===== src/rtl/factorial_dispatcher_pkg.sv =====
`default_nettype none
// ============================================================================
// Module      : factorial_pkg
// Description : Shared types and default widths for the factorial dispatcher.
// Revision    : 1.0 - initial release
// ============================================================================
package factorial_pkg;

    localparam int IN_DATA_WD  = 3;
    localparam int OUT_DATA_WD = 16;

    typedef enum logic [1:0] {
        IDLE  = 2'd0,
        ISSUE = 2'd1,
        WAIT  = 2'd2,
        HOLD  = 2'd3
    } disp_state_e;

    // Golden n! truncated to the result width, for use by benches.
    function automatic logic [OUT_DATA_WD-1:0] factorial_ref(input logic [IN_DATA_WD-1:0] n);
        logic [OUT_DATA_WD-1:0] acc;
        acc = OUT_DATA_WD'(1);
        for (int i = 2; i < (1 << IN_DATA_WD); i++) begin
            if (i <= int'(n)) begin
                acc = acc * OUT_DATA_WD'(i);
            end
        end
        return acc;
    endfunction

endpackage
`default_nettype wire


===== src/rtl/factorial_dispatcher_if.sv =====
`default_nettype none
// ============================================================================
// Module      : factorial_dispatcher_if
// Description : Request, core and response signal bundle of the dispatcher.
// Revision    : 1.0 - initial release
// ============================================================================
interface factorial_dispatcher_if #(
    parameter int IN_DATA_WD  = factorial_pkg::IN_DATA_WD,
    parameter int OUT_DATA_WD = factorial_pkg::OUT_DATA_WD,
    parameter int DEPTH       = 4
);
    localparam int CNT_WD = $clog2(DEPTH + 1);

    logic [IN_DATA_WD-1:0]  req_data;
    logic                   req_valid;
    logic                   req_ready;
    logic [IN_DATA_WD-1:0]  core_in_data;
    logic                   core_in_valid;
    logic [OUT_DATA_WD-1:0] core_out_data;
    logic                   core_out_valid;
    logic                   core_out_busy;
    logic [OUT_DATA_WD-1:0] rsp_data;
    logic [IN_DATA_WD-1:0]  rsp_arg;
    logic                   rsp_error;
    logic                   rsp_valid;
    logic                   rsp_ready;
    logic [CNT_WD-1:0]      count;

    modport slave (
        input  req_data, req_valid,
        output req_ready,
        output core_in_data, core_in_valid,
        input  core_out_data, core_out_valid, core_out_busy,
        output rsp_data, rsp_arg, rsp_error, rsp_valid,
        input  rsp_ready,
        output count
    );

    modport master (
        output req_data, req_valid,
        input  req_ready,
        input  core_in_data, core_in_valid,
        output core_out_data, core_out_valid, core_out_busy,
        input  rsp_data, rsp_arg, rsp_error, rsp_valid,
        output rsp_ready,
        input  count
    );
endinterface
`default_nettype wire


===== src/rtl/factorial_dispatcher_req_fifo.sv =====
`default_nettype none
// ============================================================================
// Module      : factorial_req_fifo
// Description : Synchronous power-of-two FIFO holding pending arguments.
// Revision    : 1.0 - initial release
// ============================================================================
module factorial_req_fifo #(
    parameter int WIDTH = 3,
    parameter int DEPTH = 4
) (
    input  wire logic                         clk,
    input  wire logic                         reset,
    input  wire logic                         push_i,
    input  wire logic                         pop_i,
    input  wire logic [WIDTH-1:0]             data_i,
    output logic      [WIDTH-1:0]             head_o,
    output logic      [$clog2(DEPTH+1)-1:0]   count_o,
    output logic                              full_o,
    output logic                              empty_o
);
    localparam int PTR_WD = $clog2(DEPTH);
    localparam int CNT_WD = $clog2(DEPTH + 1);

    logic [WIDTH-1:0]  mem_q [DEPTH];
    logic [PTR_WD-1:0] wr_ptr_q;
    logic [PTR_WD-1:0] rd_ptr_q;
    logic [CNT_WD-1:0] count_q;
    logic              do_push;
    logic              do_pop;

    assign full_o  = (count_q == CNT_WD'(DEPTH));
    assign empty_o = (count_q == '0);
    assign count_o = count_q;
    assign head_o  = mem_q[rd_ptr_q];

    // A push is refused while full even if a pop happens the same cycle.
    assign do_push = push_i && !full_o;
    assign do_pop  = pop_i && !empty_o;

    always_ff @(posedge clk or posedge reset) begin
        if (reset) begin
            wr_ptr_q <= '0;
            rd_ptr_q <= '0;
            count_q  <= '0;
            for (int i = 0; i < DEPTH; i++) begin
                mem_q[i] <= '0;
            end
        end else begin
            if (do_push) begin
                mem_q[wr_ptr_q] <= data_i;
                wr_ptr_q        <= wr_ptr_q + PTR_WD'(1);
            end
            if (do_pop) begin
                rd_ptr_q <= rd_ptr_q + PTR_WD'(1);
            end
            case ({do_push, do_pop})
                2'b10:   count_q <= count_q + CNT_WD'(1);
                2'b01:   count_q <= count_q - CNT_WD'(1);
                default: count_q <= count_q;
            endcase
        end
    end
endmodule
`default_nettype wire


===== src/rtl/factorial_dispatcher.sv =====
`default_nettype none
// ============================================================================
// Module      : factorial_dispatcher
// Description : Queues factorial arguments, issues them to the core one at a
//               time and returns tagged results with a no-answer watchdog.
// Revision    : 1.0 - initial release
// ============================================================================
module factorial_dispatcher
    import factorial_pkg::*;
#(
    parameter int IN_DATA_WD  = factorial_pkg::IN_DATA_WD,
    parameter int OUT_DATA_WD = factorial_pkg::OUT_DATA_WD,
    parameter int DEPTH       = 4,
    parameter int TIMEOUT     = 64
) (
    input wire logic              clk,
    input wire logic              reset,
    factorial_dispatcher_if.slave disp_if
);
    localparam int CNT_WD = $clog2(DEPTH + 1);
    localparam int WD_WD  = $clog2(TIMEOUT + 1);
    localparam logic [WD_WD-1:0] WD_LIMIT = WD_WD'(TIMEOUT);

    disp_state_e            state_q,     state_d;
    logic [WD_WD-1:0]       wdog_q,      wdog_d;
    logic [OUT_DATA_WD-1:0] rsp_data_q,  rsp_data_d;
    logic [IN_DATA_WD-1:0]  rsp_arg_q,   rsp_arg_d;
    logic                   rsp_error_q, rsp_error_d;

    logic                   fifo_push;
    logic                   fifo_pop;
    logic                   fifo_full;
    logic                   fifo_empty;
    logic [IN_DATA_WD-1:0]  fifo_head;
    logic [CNT_WD-1:0]      fifo_count;

    assign fifo_push = disp_if.req_valid && !fifo_full;
    assign fifo_pop  = (state_q == ISSUE);

    factorial_req_fifo #(
        .WIDTH (IN_DATA_WD),
        .DEPTH (DEPTH)
    ) u_req_fifo (
        .clk     (clk),
        .reset   (reset),
        .push_i  (fifo_push),
        .pop_i   (fifo_pop),
        .data_i  (disp_if.req_data),
        .head_o  (fifo_head),
        .count_o (fifo_count),
        .full_o  (fifo_full),
        .empty_o (fifo_empty)
    );

    always_ff @(posedge clk or posedge reset) begin
        if (reset) begin
            state_q     <= IDLE;
            wdog_q      <= '0;
            rsp_data_q  <= '0;
            rsp_arg_q   <= '0;
            rsp_error_q <= 1'b0;
        end else begin
            state_q     <= state_d;
            wdog_q      <= wdog_d;
            rsp_data_q  <= rsp_data_d;
            rsp_arg_q   <= rsp_arg_d;
            rsp_error_q <= rsp_error_d;
        end
    end

    always_comb begin
        state_d     = state_q;
        wdog_d      = wdog_q;
        rsp_data_d  = rsp_data_q;
        rsp_arg_d   = rsp_arg_q;
        rsp_error_d = rsp_error_q;
        case (state_q)
            IDLE: begin
                if (!fifo_empty && !disp_if.core_out_busy) begin
                    state_d = ISSUE;
                end
            end
            ISSUE: begin
                rsp_arg_d = fifo_head;
                wdog_d    = '0;
                state_d   = WAIT;
            end
            WAIT: begin
                // A result arriving on the expiry cycle still counts as an answer.
                if (disp_if.core_out_valid) begin
                    rsp_data_d  = disp_if.core_out_data;
                    rsp_error_d = 1'b0;
                    state_d     = HOLD;
                end else begin
                    wdog_d = wdog_q + WD_WD'(1);
                    if (wdog_d == WD_LIMIT) begin
                        rsp_data_d  = '0;
                        rsp_error_d = 1'b1;
                        state_d     = HOLD;
                    end
                end
            end
            HOLD: begin
                if (disp_if.rsp_ready) begin
                    state_d = IDLE;
                end
            end
            default: state_d = IDLE;
        endcase
    end

    // The last issued argument is always the one latched into rsp_arg_q.
    always_comb begin
        disp_if.core_in_valid = (state_q == ISSUE);
        disp_if.core_in_data  = (state_q == ISSUE) ? fifo_head : rsp_arg_q;
        disp_if.rsp_valid     = (state_q == HOLD);
        disp_if.rsp_data      = rsp_data_q;
        disp_if.rsp_arg       = rsp_arg_q;
        disp_if.rsp_error     = rsp_error_q;
        disp_if.req_ready     = !fifo_full;
        disp_if.count         = fifo_count;
    end
endmodule
`default_nettype wire


===== src/flat_wrapper.sv =====
// flat-port wrapper written by rule: the top's interface ports become plain ports
module factorial_dispatcher_flat import factorial_pkg::*;
#(
    parameter int IN_DATA_WD  = factorial_pkg::IN_DATA_WD,
    parameter int OUT_DATA_WD = factorial_pkg::OUT_DATA_WD,
    parameter int DEPTH       = 4,
    parameter int TIMEOUT     = 64
)
  (clk, reset, disp_if_req_data, disp_if_req_valid, disp_if_req_ready, disp_if_core_in_data, disp_if_core_in_valid, disp_if_core_out_data, disp_if_core_out_valid, disp_if_core_out_busy, disp_if_rsp_data, disp_if_rsp_arg, disp_if_rsp_error, disp_if_rsp_valid, disp_if_rsp_ready, disp_if_count);
  factorial_dispatcher_if #(.IN_DATA_WD(IN_DATA_WD), .OUT_DATA_WD(OUT_DATA_WD), .DEPTH(DEPTH)) disp_if_i ();
  input wire logic clk;
  input wire logic reset;
  input wire logic [$bits(disp_if_i.req_data)-1:0] disp_if_req_data;
  input wire logic [$bits(disp_if_i.req_valid)-1:0] disp_if_req_valid;
  output wire logic [$bits(disp_if_i.req_ready)-1:0] disp_if_req_ready;
  output wire logic [$bits(disp_if_i.core_in_data)-1:0] disp_if_core_in_data;
  output wire logic [$bits(disp_if_i.core_in_valid)-1:0] disp_if_core_in_valid;
  input wire logic [$bits(disp_if_i.core_out_data)-1:0] disp_if_core_out_data;
  input wire logic [$bits(disp_if_i.core_out_valid)-1:0] disp_if_core_out_valid;
  input wire logic [$bits(disp_if_i.core_out_busy)-1:0] disp_if_core_out_busy;
  output wire logic [$bits(disp_if_i.rsp_data)-1:0] disp_if_rsp_data;
  output wire logic [$bits(disp_if_i.rsp_arg)-1:0] disp_if_rsp_arg;
  output wire logic [$bits(disp_if_i.rsp_error)-1:0] disp_if_rsp_error;
  output wire logic [$bits(disp_if_i.rsp_valid)-1:0] disp_if_rsp_valid;
  input wire logic [$bits(disp_if_i.rsp_ready)-1:0] disp_if_rsp_ready;
  output wire logic [$bits(disp_if_i.count)-1:0] disp_if_count;
  assign disp_if_i.req_data = disp_if_req_data;
  assign disp_if_i.req_valid = disp_if_req_valid;
  assign disp_if_req_ready = disp_if_i.req_ready;
  assign disp_if_core_in_data = disp_if_i.core_in_data;
  assign disp_if_core_in_valid = disp_if_i.core_in_valid;
  assign disp_if_i.core_out_data = disp_if_core_out_data;
  assign disp_if_i.core_out_valid = disp_if_core_out_valid;
  assign disp_if_i.core_out_busy = disp_if_core_out_busy;
  assign disp_if_rsp_data = disp_if_i.rsp_data;
  assign disp_if_rsp_arg = disp_if_i.rsp_arg;
  assign disp_if_rsp_error = disp_if_i.rsp_error;
  assign disp_if_rsp_valid = disp_if_i.rsp_valid;
  assign disp_if_i.rsp_ready = disp_if_rsp_ready;
  assign disp_if_count = disp_if_i.count;
  factorial_dispatcher #(.IN_DATA_WD(IN_DATA_WD), .OUT_DATA_WD(OUT_DATA_WD), .DEPTH(DEPTH), .TIMEOUT(TIMEOUT)) u_core (.clk(clk), .reset(reset), .disp_if(disp_if_i));
endmodule

===== config.mk =====
export PLATFORM = sky130hd
export DESIGN_NAME = factorial_dispatcher_flat
export DESIGN_NICKNAME = d
export VERILOG_FILES = /design/src/rtl/factorial_dispatcher_pkg.sv /design/src/rtl/factorial_dispatcher_if.sv /design/src/rtl/factorial_dispatcher_req_fifo.sv /design/src/rtl/factorial_dispatcher.sv /design/src/flat_wrapper.sv
export SDC_FILE = /design/constraint.sdc
export NUM_CORES = 1
export LEC_CHECK = 0
export BUFFER_PORTS_ARGS = -buffer_cell sky130_fd_sc_hd__buf_4
export CORE_MARGIN = 4
export CORE_UTILIZATION = 29
export CTS_BUF_LIST = sky130_fd_sc_hd__clkbuf_16
export CTS_CLUSTER_DIAMETER = 150
export DETAILED_ROUTE_END_ITERATION = 10
export GPL_ROUTABILITY_DRIVEN = 0
export PLACE_DENSITY_LB_ADDON = 0.08
export SLEW_MARGIN = 5
export SYNTH_ARGS = -nofsm -noshare
export SYNTH_HDL_FRONTEND = slang
export SYNTH_SLANG_ARGS = --single-unit

===== constraint.sdc =====
create_clock -name clk -period 2.5 [get_ports clk]
set_clock_uncertainty 0.1 [all_clocks]
set_input_delay 0.5 -clock clk [delete_from_list [all_inputs] [get_ports clk]]
set_output_delay 0.5 -clock clk [all_outputs]
set_load 0.03 [all_outputs]

* After elaboration in Yosys (flattened, before gate mapping)
Cells that the tools add are included.
** Word-level totals
- Bits in registers :: 48
- Input bits :: 25
** Operators by class
- $add $sub $neg :: 5
- Magnitude comparators :: 3
- Eq/ne operators :: 11
- Multiplexer cells :: 19
- Bitwise logic cells :: 2
- Reduce and logical (&&, ||, !) cells :: 16
** Operator list (count)
- two-way mux 16 bit :: 2
- one-hot mux 7 bit (2 select lines) :: 1
- bitwise mux 12 bit :: 1
- two-way mux 3 bit :: 4
- two-way mux 2 bit :: 4
- one-hot mux 2 bit (4 select lines) :: 1
- adder 7 x 1 -> 7 bit (second input constant) :: 1
- equality test 7 bit (second input constant) :: 1
- two-way mux 7 bit :: 1
- binary-select mux 3 bit (select 2 bit) :: 1
- demux 3 bit (select 2 bit) :: 1
- equality test 2 bit (second input constant) :: 3
- greater-or-equal comparator 3 bit (second input constant) :: 2
- NOT 2 -> 3 bit :: 2
- one-hot mux 3 bit (2 select lines) :: 1
- nonzero test 2 bit :: 3
- logical AND 1 bit :: 5
- adder 2 x 1 -> 2 bit (second input constant) :: 2
- equality test 2 x 1 -> 1 bit (second input constant) :: 2
- inequality test 2 x 1 -> 1 bit (second input constant) :: 2
- AND reduction 2 bit :: 2
- adder 3 x 1 -> 3 bit (second input constant) :: 1
- equality test 3 bit (second input constant) :: 1
- logical NOT 1 bit :: 3
- 8 further kinds :: 9

* Longest topological paths before layout
Gate-level depths: netlist (run 1).
- Depth after elaboration :: 6
- Depth in mapped cells :: 9

* By module
From an unflattened synthesis (run 1), not the netlist that was laid out.
** Second synthesis, totals
- Cell total of the unflattened synthesis :: 220
- Area, all modules :: 2508.7 sq um
** Modules (own cells, without submodules)
- factorial_dispatcher :: instances 1, cells an instance 152, area each 1566.5 sq um, seq. area each 725.7 sq um
- factorial_req_fifo :: instances 1, cells an instance 68, area each 942.2 sq um, seq. area each 475.5 sq um

* Worst setup path before layout (run 1)
No wires, ideal clock.
- Kind :: reg2reg
- Start :: register u_core.state_q[1]
- End :: register u_core.u_req_fifo.count_q[2], in the netlist u_core.u_req_fifo.count_o[2]
- Data arrival time :: 2.177 ns
- Required time :: 2.319 ns
- Slack :: 0.142 ns
- Cell stages (with the launch flop) :: 10
- Path buffers :: 0
- Clock period less this slack :: 2.358 ns
- Cell sequence :: dfrtp_1 > inv_1 > ha_1 > o31a_2 > ha_1 > inv_1 > fa_1 > xor2_1 > nor2_1 > xor2_1
** Between the ends
- Cells in the longest elaborated chain, start to end :: 4
** Ends and longest elaborated chain
- start, declared :: RTL line factorial_dispatcher.sv:24 : disp_state_e state_q, state_d;
- start signal, assigned :: RTL line factorial_dispatcher.sv:63 : state_q <= state_d;
- equality test 2 x 1 -> 1 bit (*)
- named net disp_if_core_in_valid :: RTL line flat_wrapper.sv:17 : output wire logic [$bits(disp_if_i.core_in_valid)-1:0] disp_if_core_in_valid;
- logical AND 1 bit (*) :: RTL line factorial_dispatcher_req_fifo.sv:38 : assign do_pop = pop_i && !empty_o;
- named net u_core.u_req_fifo.do_pop :: RTL line factorial_dispatcher_req_fifo.sv:29 : logic do_pop;
- equality test 2 x 1 -> 1 bit / equality test 2 bit (equally long branches) :: RTL line factorial_dispatcher_req_fifo.sv:56 : case ({do_push, do_pop})
- one-hot mux 3 bit (2 select lines) / nonzero test 2 bit (equally long branches)
- end signal, assigned :: RTL line factorial_dispatcher_req_fifo.sv:57 : 2'b10: count_q <= count_q + CNT_WD'(1);
- end signal, assigned :: RTL line factorial_dispatcher_req_fifo.sv:58 : 2'b01: count_q <= count_q - CNT_WD'(1);
- end signal, assigned :: RTL line factorial_dispatcher_req_fifo.sv:59 : default: count_q <= count_q;
- end, declared :: RTL line factorial_dispatcher_req_fifo.sv:27 : logic [CNT_WD-1:0] count_q;
Mark *: on every way through the listed nets, which the timed path passes. The rest lies on a longest branch.
A chain may end at the register's enable or synchronous reset.

* Worst setup path in the final report (run 1)
- Start :: register u_core.u_req_fifo.rd_ptr_q[0]
- End :: output port disp_if_core_in_data[2]
** Between the ends
- Cells in the longest elaborated chain, start to end :: 5
** Ends and longest elaborated chain
- start, declared :: RTL line factorial_dispatcher_req_fifo.sv:26 : logic [PTR_WD-1:0] rd_ptr_q;
- start signal, assigned :: RTL line factorial_dispatcher_req_fifo.sv:54 : rd_ptr_q <= rd_ptr_q + PTR_WD'(1);
- NOT 2 -> 3 bit (implied by the code) :: RTL line factorial_dispatcher_req_fifo.sv:34 : assign head_o = mem_q[rd_ptr_q];
- binary-select mux 3 bit (select 2 bit) :: RTL line factorial_dispatcher_req_fifo.sv:34
- two-way mux 3 bit (implied by the code) (2 in series) :: RTL line factorial_dispatcher_req_fifo.sv:34
- two-way mux 3 bit
- end, declared :: RTL line flat_wrapper.sv:16 : output wire logic [$bits(disp_if_i.core_in_data)-1:0] disp_if_core_in_data;
No other way between the ends. The select of a mux whose other input is x is not followed.

==> metrics.md, run 1 <==
| Metric | Value |
|---|---|
| Syn Inst Count | 234 |
| Die X | 100.8 um |
| Critical path cell sequence | mux4_2, mux2_2, buf_4 |
| Count of final max-slew check failures | 0 |
| # rows | 33 |
| DR WL/cell | 14.83 um |
| Library cells used by synthesis | 38 |
| H-Tree Depth | 2 |
| Clk buf depth | 2 |
| Core footprint | 8299 sq um |
| Crit Path Max Fanout | 5 |
| Final Cycle Share | 95.39% |
| Post-route setup TNS | 0 ps |
| CTS tree | built |
| Die Y | 100.8 um |
| Antenna-violating nets left | 0 |
| Met2 Use GR | 18.53% |
| Clk sinks | 48 |
| Flops & latches, synth | 48 |
| Layout Cells excl Fill | 397 |
| Cells after DPL | 389 |
| Drt pass-1 iters | 4 |
| Vias per cell | 4.645 |
| Achievable frequency | 419.3 MHz |
| Die Area | 10,170 sq um |
| Ports | 54 |
| Final critical-path required period | 2385 ps |
| Drt total wl | 5.887 mm |
| Port Buffers | 53 |
| Root Driver | clkbuf_16 |
| Final number of setup-violating endpoints | 0 |
| LEAKAGE | 1.418 nW |
| P per Cell Area | 1322 nW/um^2 |
| Number of buffers created by CTS | 5 |
| Worst setup SP type | flip-flop |
| Critical Path RT | 1900 ps |
| Post-Synthesis Cell Area | 2500 sq um |
| Dpl ws | 358.4 ps |
| Maximum vdd drop | 0.0004843 V |
| Resize count post-CTS | 0 |
| Global Route met3 Usage | 3.253% |
| Avg Synthesized Cell Area | 10.68 sq um |
| Clock Pin Slew Worst Setup and Hold Paths | 70 ps |
| Worst hold path type | primary input to async pin |
| Crit path max-delay family | multiplexers |
| Status | finished clean |
| Worst hold slack | 113.7 ps |
| Routed vias | 1,844 |
| Yosys Warn Count | 0 |
| First-pass GRT wire length | 9.770 mm |
| Final Power | 4.206 mW |
| Ant diodes | 0 |
| Initial DRC count | 80 |
| Largest net degree at the start of global routing | 23 |
| Hpwl dp | 4.342 mm |
| Sequential-to-total area share from yosys stat | 48.05% |
| RSZ-0062 raised after global routing | false |
| Gr ovfl total | 0 |
| Post-CTS setup buffer count | 0 |
| Final instance area | 3181 sq um |
| Hold-fix buffers at CTS | 0 |
| Buf/Inv on CP | 1 |
| Later-pin clock latency in the skew report | 290 ps |
| Setup ws final | 115.3 ps |
| Fin. Hold Viols | 0 |
| Arrival time of the worst setup path | 1780 ps |
| Syn nets | 271 |
| Crit end category | output pin |
| Vias in the first global route | 1,915 |
| Initial antenna violation count | 0 |
| Kind of critical path | flip-flop to output pin |
| Utilization after layout | 38.32% |
| GR peak layer | met2 |
| Global routing usage on met1 | 17.31% |
| Critical Path Max Stage Delay | 540 ps |
| Slew margin rel. | 52.01% |
| Max cap viols | 0 |
| Total track usage | 12.23% |
| Final #Nets | 328 |
| Area after detailed placement | 3029 sq um |
| Share of post-route cells with drive strength above 1 | 31.51% |
| DRC violations left | 0 |
| Worst path slowest cell | mux4_2 |
| P&R area growth vs syn | 27.23% |
| Worst Tran Pin Value | 719.9 ps |
| Initial Util | 30.12% |
logic make-up after synthesis:
group / share of synthesized area (%)
multiplexers: 11.11
adder cells (fa/ha/maj): 6.306
XOR/XNOR: 2.453
AND/OR/NAND/NOR: 17.32
flip-flops: 48.05
buffers and inverters: 3.153
AO/OA/AOI/OAI: 11.61
cell usage after synthesis (all sizes together):
library cell,instances,area (sq um)
nand3,4,20.02
fa,1,20.02
nor2b,20,125.1
and2,1,6.260
mux4,3,67.56
a22o,1,8.760
o31a,2,18.77
a21oi,17,85.08
nand2b,17,106.4
xor2,3,26.28
and3,2,17.52
nor2,5,21.27
dfrtp,48,1201
nand2,18,67.56
clkbuf,9,45.04
mux2,16,180.2
o21a,1,7.510
nor3b,1,7.510
xnor2,4,35.03
a2bb2oi,1,8.760
or4b,1,13.76
a21boi,1,11.26
inv,9,33.78
o21ai,26,130.1
ha,11,137.6
and4b,1,10.01
a31oi,2,12.51
a21o,1,7.510
mux2i,3,30.03
nand3b,1,7.510
nor4b,1,8.760
nand4,2,12.51
nand4b,1,8.760
power breakdown:
part / internal [mW] / total, mW / switching (mW)
Combinational: 0.949 / 2.12 / 1.17
Sequential: 1.12 / 1.40 / 0.280
Clock: 0.380 / 0.687 / 0.307
registers in the layout, summed over array words and instances, names as in the netlist:
| name | cells |
|---|---|
| u_core.disp_if.rsp_arg | 3 |
| u_core.disp_if.rsp_data | 16 |
| u_core.disp_if.rsp_error | 1 |
| u_core.state_q | 2 |
| u_core.u_req_fifo.count_o | 3 |
| u_core.u_req_fifo.mem_q | 12 |
| u_core.u_req_fifo.rd_ptr_q | 2 |
| u_core.u_req_fifo.wr_ptr_q | 2 |
| u_core.wdog_q | 7 |
final timing paths:
check                                              startpoint                           end  slack (ps)  depth (start not counted)
worst max-delay path            u_core.u_req_fifo.rd_ptr_q[0]       disp_if_core_in_data[2]         120                          3
worst min-delay path                                    reset   u_core.disp_if.rsp_data[15]         110                          2
worst max register to register              u_core.state_q[1]  u_core.u_req_fifo.count_o[2]         360                          9
worst min register to register     u_core.u_req_fifo.mem_q[2]    u_core.u_req_fifo.mem_q[2]         410                          1
max in group asynchronous                               reset   u_core.disp_if.rsp_data[12]        1610                          3
min in group clk                    disp_if_core_out_data[15]   u_core.disp_if.rsp_data[15]         320                          3
cell usage in the layout (no fill, tap or decap), types with 2 or more instances in the layout:
master / synthesis / routed
a21oi_1: 17 / 17
a31oi_1: 2 / 2
buf_4: 0 / 59
clkbuf_16: 0 / 5
dfrtp_1: 48 / 48
ha_1: 11 / 11
inv_1: 9 / 8
inv_6: 0 / 2
mux2_2: 16 / 16
mux2i_1: 3 / 3
mux4_2: 3 / 3
nand2_1: 18 / 18
nand2b_1: 17 / 17
nand3_1: 4 / 4
nand4_1: 2 / 2
nor2_1: 4 / 4
nor2b_1: 20 / 20
o21ai_0: 26 / 26
xnor2_1: 4 / 4
xor2_1: 3 / 3
cell type report:
class	count	area, sq um
Multi-Input combinational cell	168	1220
Tap cell	105	131.4
Clock buffer	5	125.1
Fill cell	838	5119
Clock inverter	3	26.28
Inverter	9	33.78
Sequential cell	48	1201
Timing Repair Buffer	59	442.9
metal layers:
layer	wire length (um)	vias to the layer above
met5	0	-
li1	-	917
met1	2853	892
met4	70	0
met3	247	6
met2	2715	29
Note: power is estimated with default switching activity, not from simulation.
==> run 2, diff against run 1 <==
--- a/config.mk
+++ b/config.mk
@@ -6,6 +6,8 @@
 export NUM_CORES = 1
 export LEC_CHECK = 0
 export BUFFER_PORTS_ARGS = -buffer_cell sky130_fd_sc_hd__buf_4
+export CELL_PAD_IN_SITES_DETAIL_PLACEMENT = 1
+export CELL_PAD_IN_SITES_GLOBAL_PLACEMENT = 1
 export CORE_MARGIN = 4
 export CORE_UTILIZATION = 29
 export CTS_BUF_LIST = sky130_fd_sc_hd__clkbuf_16
==> metrics.md, run 2 (synthesized netlist as in run 1, its figures left out) <==
| Metric | Value |
|---|---|
| Resize count post-CTS | 0 |
| Arrival time of the worst setup path | 1780 ps |
| Slew margin rel. | 62.76% |
| Crit end category | output pin |
| DRC violations left | 0 |
| Area after detailed placement | 3049 sq um |
| Post-CTS setup buffer count | 0 |
| Initial Util | 30.12% |
| Final instance area | 3243 sq um |
| Ant diodes | 0 |
| Later-pin clock latency in the skew report | 280 ps |
| LEAKAGE | 1.448 nW |
| Max cap viols | 0 |
| Fin. Hold Viols | 0 |
| Total track usage | 12.62% |
| Vias per cell | 4.769 |
| Crit Path Max Fanout | 5 |
| Share of post-route cells with drive strength above 1 | 31.74% |
| Worst setup SP type | flip-flop |
| Maximum vdd drop | 0.0005001 V |
| Drt total wl | 5.986 mm |
| Ports | 54 |
| Port Buffers | 53 |
| Post-route setup TNS | 0 ps |
| H-Tree Depth | 2 |
| Hpwl dp | 4.507 mm |
| P&R area growth vs syn | 29.73% |
| CTS tree | built |
| Most frequent cells in the layout | buf_4 (59), dfrtp_1 (48), o21ai_0 (26) |
| Max reg flops | 16 |
| Achievable frequency | 419.5 MHz |
| Critical Path Max Stage Delay | 540 ps |
| Clk buf depth | 2 |
| Core footprint | 8299 sq um |
| Count of final max-slew check failures | 0 |
| First-pass GRT wire length | 10.27 mm |
| Gr ovfl total | 0 |
| Die Y | 100.8 um |
| Hold-fix buffers at CTS | 0 |
| Status | finished clean |
| Worst path slowest cell | mux4_2 |
| Critical path cell sequence | mux4_2, mux2_2, buf_4 |
| Final critical-path required period | 2384 ps |
| # rows | 33 |
| Root Driver | clkbuf_16 |
| Final number of setup-violating endpoints | 0 |
| Clock Pin Slew Worst Setup and Hold Paths | 70 ps |
| Utilization after layout | 39.08% |
| Initial antenna violation count | 0 |
| Final #Nets | 329 |
| Crit path max-delay family | multiplexers |
| Vias in the first global route | 2,043 |
| Critical Path RT | 1900 ps |
| P per Cell Area | 1366 nW/um^2 |
| Worst Tran Pin Value | 557.8 ps |
| RSZ-0062 raised after global routing | false |
| Die X | 100.8 um |
| Clk sinks | 48 |
| Drt pass-1 iters | 4 |
| Most common cell after layout, fill and taps aside | buf_4 |
| Routed vias | 1,898 |
| Die Area | 10,170 sq um |
| Worst hold slack | 162.6 ps |
| DR WL/cell | 15.04 um |
| Buf/Inv on CP | 1 |
| Number of buffers created by CTS | 5 |
| Final Cycle Share | 95.36% |
| Largest net degree at the start of global routing | 26 |
| Kind of critical path | flip-flop to output pin |
| Initial DRC count | 56 |
| Worst hold path type | primary input to async pin |
| Antenna-violating nets left | 0 |
run 2: cell types whose count changed in the layout (fill, tap and decap cells not counted), sizes merged:
cell,before,now
buf,59,60
bufinv,0,2
clkinv,1,0
inv,11,10
run 2: worst paths after layout:
check	start	to	slack (ps)	cells after the start
setup / recovery	u_core.u_req_fifo.rd_ptr_q[0]	disp_if_core_in_data[1]	120	3
hold / removal	reset	u_core.disp_if.rsp_arg[0]	160	2
setup reg to reg	u_core.state_q[1]	u_core.u_req_fifo.count_o[2]	370	9
hold reg to reg	u_core.u_req_fifo.mem_q[0]	u_core.u_req_fifo.mem_q[0]	400	1
max in group asynchronous	reset	u_core.wdog_q[5]	1600	3
min in group clk	disp_if_core_out_data[13]	u_core.disp_if.rsp_data[13]	330	3
run 2: layout make-up:
class,count,area (sq um)
timing repair buffer,60,462.9
fill,950,5056
clock buffer,5,125.1
multi-input combinational,168,1220
inverter,9,33.78
clock inverter,3,68.82
tap,105,131.4
sequential,48,1201
run 2: worst reg2reg max path: cells and delay by family (launching register included):
kind,cells,cell delay [ps]
XOR/XNOR,2,290
buffers and inverters,2,200
adder cells (fa/ha/maj),3,750
AND/OR/NAND/NOR,1,110
AO/OA/AOI/OAI,1,190
flip-flops,1,420
run 2: routing by layer:
metal,vias up,global-route usage [%],share of wire (%)
li1,919,-,-
met1,948,17.40,47
met2,25,20.20,49
met3,6,2.699,3.1
met4,0,3.109,0.95
met5,-,0,0
run 2: power breakdown:
part,total (mW),switching [mW],internal [mW]
Clock,0.878,0.301,0.577
Sequential,1.39,0.278,1.12
Combinational,2.16,1.19,0.966
Total,4.43,1.77,2.66
run 2: stage by stage:
step,setup WS [ps],instances,power [mW]
2_1_floorplan,142.3,234,2.879
3_3_place_gp,421.5,390,3.587
3_5_place_dp,379.8,390,3.615
4_1_cts,91.16,398,4.509
5_1_grt,48.54,398,4.800
6_report,116.0,398,4.430
==> run 3, diff against run 2 <==
--- a/config.mk
+++ b/config.mk
@@ -14,7 +14,9 @@
 export CTS_CLUSTER_DIAMETER = 150
 export DETAILED_ROUTE_END_ITERATION = 10
 export GPL_ROUTABILITY_DRIVEN = 0
-export PLACE_DENSITY_LB_ADDON = 0.08
+export GPL_TIMING_DRIVEN = 0
+export PLACE_DENSITY_LB_ADDON = 0.1
+export SETUP_SLACK_MARGIN = 0.1
 export SLEW_MARGIN = 5
 export SYNTH_ARGS = -nofsm -noshare
 export SYNTH_HDL_FRONTEND = slang
==> metrics.md, run 3 (synthesized netlist as in run 1, its figures left out) <==
| Metric | Value |
|---|---|
| Max cap viols | 0 |
| Buf/Inv on CP | 1 |
| Max reg flops | 16 |
| Clock power share | 19.9% |
| Clock Pin Slew Worst Setup and Hold Paths | 70 ps |
| P per Cell Area | 1369 nW/um^2 |
| Worst setup SP type | flip-flop |
| Count of final max-slew check failures | 0 |
| Dpl ws | 25.57 ps |
| Worst Tran Pin Value | 520.7 ps |
| Logic pwr share | 48.6% |
| Vias in the first global route | 2,122 |
| Internal | 2.661 mW |
| Worst hold path type | primary input to async pin |
| DR WL/cell | 15.52 um |
| Port Buffers | 53 |
| R2r endpoint | u_core.u_req_fifo.count_o[2] |
| Crit path max-delay family | multiplexers |
| CTS tree | built |
| Fill cells | 925 |
| Fin. Hold Viols | 0 |
| Achievable frequency | 432.4 MHz |
| Final #Nets | 331 |
| Routed vias | 1,925 |
| Critical Path Max Stage Delay | 510 ps |
| Die X | 100.8 um |
| Ant diodes | 0 |
| Hpwl dp | 4.677 mm |
| Clk sinks | 48 |
| Reg-to-reg startpoint | u_core.state_q[1] |
| Antenna-violating nets left | 0 |
| Most frequent cells in the layout | buf_4 (53), dfrtp_1 (47), o21ai_0 (26) |
| Arrival time of the worst setup path | 1710 ps |
| Sw Ratio | 40.26% |
| # rows | 33 |
| FF-to-FF setup slack | 310 ps |
| Final critical-path required period | 2313 ps |
| Net Switching | 1.793 mW |
| Final Power | 4.454 mW |
| Share of post-route cells with drive strength above 1 | 31.19% |
| H-Tree Depth | 2 |
| Post-CTS setup buffer count | 0 |
| Part of the power in registers | 31.5% |
| Status | finished clean |
| Crit end category | output pin |
| Final Cycle Share | 92.50% |
| Largest net degree at the start of global routing | 37 |
| Initial DRC count | 16 |
| R2r worst-path depth | 9 |
| Clk buf depth | 2 |
| Crit Path Max Fanout | 5 |
| Critical Path RT | 1900 ps |
| Initial Util | 30.12% |
| Critical path cell sequence | mux4_2, mux2_2, buf_4 |
| P&R area growth vs syn | 30.13% |
| Slew margin rel. | 65.29% |
| Ports | 54 |
| Most common cell after layout, fill and taps aside | buf_4 |
| Die Area | 10,170 sq um |
| First-pass GRT wire length | 10.45 mm |
| Die Y | 100.8 um |
| Vias per cell | 4.813 |
| DRC violations left | 0 |
| Hold-fix buffers at CTS | 0 |
| RSZ-0062 raised after global routing | false |
| Later-pin clock latency in the skew report | 290 ps |
| Root Driver | clkbuf_16 |
| Final number of setup-violating endpoints | 0 |
| LEAKAGE | 1.434 nW |
| Post-route setup TNS | 0 ps |
| Total track usage | 13.04% |
| Gr ovfl total | 0 |
| Maximum vdd drop | 0.0005328 V |
| Initial antenna violation count | 0 |
| Kind of critical path | flip-flop to output pin |
| Setup ws final | 187.4 ps |
| Number of buffers created by CTS | 5 |
| Worst path slowest cell | mux4_2 |
| Drt pass-1 iters | 4 |
| Core footprint | 8299 sq um |
| Drt total wl | 6.207 mm |
[run 3: cell count changes in the layout (fill, tap and decap cells not counted), sizes merged]
cell    before  now
buf         60   54
clkbuf       5   13
[run 3: worst max path at each step]
stage	cells past startpoint	slack, ps	end	startpoint
final	3	190	disp_if_core_in_data[0]	u_core.u_req_fifo.rd_ptr_q[0]
after CTS	9	130	u_core.u_req_fifo.count_o[2]	u_core.state_q[1]
after global placement	2	-110	u_core.wdog_q[6]	reset
after global routing	3	110	disp_if_core_in_data[2]	u_core.u_req_fifo.rd_ptr_q[0]
after detailed placement	9	30	u_core.u_req_fifo.count_o[2]	u_core.state_q[1]
after floorplan	9	140	u_core.u_req_fifo.count_o[2]	u_core.state_q[1]
[run 3: through the flow]
stage / utilization (%) / cells / cell area, sq um / hold WS, ps
global route: 39.20 / 400 / 3253 / 92.14
CTS: 39.08 / 400 / 3243 / 73.50
finish: 39.20 / 400 / 3253 / 68.82
global placement: 36.50 / 392 / 3029 / 382.9
floorplan: - / 234 / 2500 / 373.8
detailed placement: 36.74 / 393 / 3049 / 387.3
[run 3: area by class of cell]
type / count / area (sq um) / area share [%]
multi-input cells: 168 / 1232 / 37.88
flip-flops and latches: 48 / 1202 / 36.96
repair buffers: 54 / 417.9 / 12.85
well taps: 105 / 131.4 / 4.038
clock buffers: 5 / 125.1 / 3.846
clock inverters: 3 / 68.82 / 2.115
plain buffers: 8 / 41.29 / 1.269
inverters: 9 / 33.78 / 1.038
[run 3: what timing repair did]
| action | 4_1_cts | 5_1_grt |
|---|---|---|
| cloned | 0 | 0 |
| gates resized for setup | 2 | 2 |
| setup endpoints to repair | 4 | 4 |
[run 3: per-layer routing]
metal / up-vias / share of wire, % / GRT usage (%)
li1: 924 / - / -
met1: 972 / 45 / 16.75
met2: 21 / 51 / 21.97
met3: 8 / 2.7 / 2.491
met4: 0 / 1.4 / 4.352
met5: - / 0 / 0
[run 3: power groups by stage]
stage          Clock (mW)  Combinational, mW  Sequential [mW]
6_report            0.884               2.17             1.40
5_1_grt             0.941               2.40             1.46
4_1_cts             0.904               2.21             1.41
3_5_place_dp            0               2.22             1.40
3_3_place_gp            0               2.18             1.39
2_1_floorplan           0               1.24             1.64
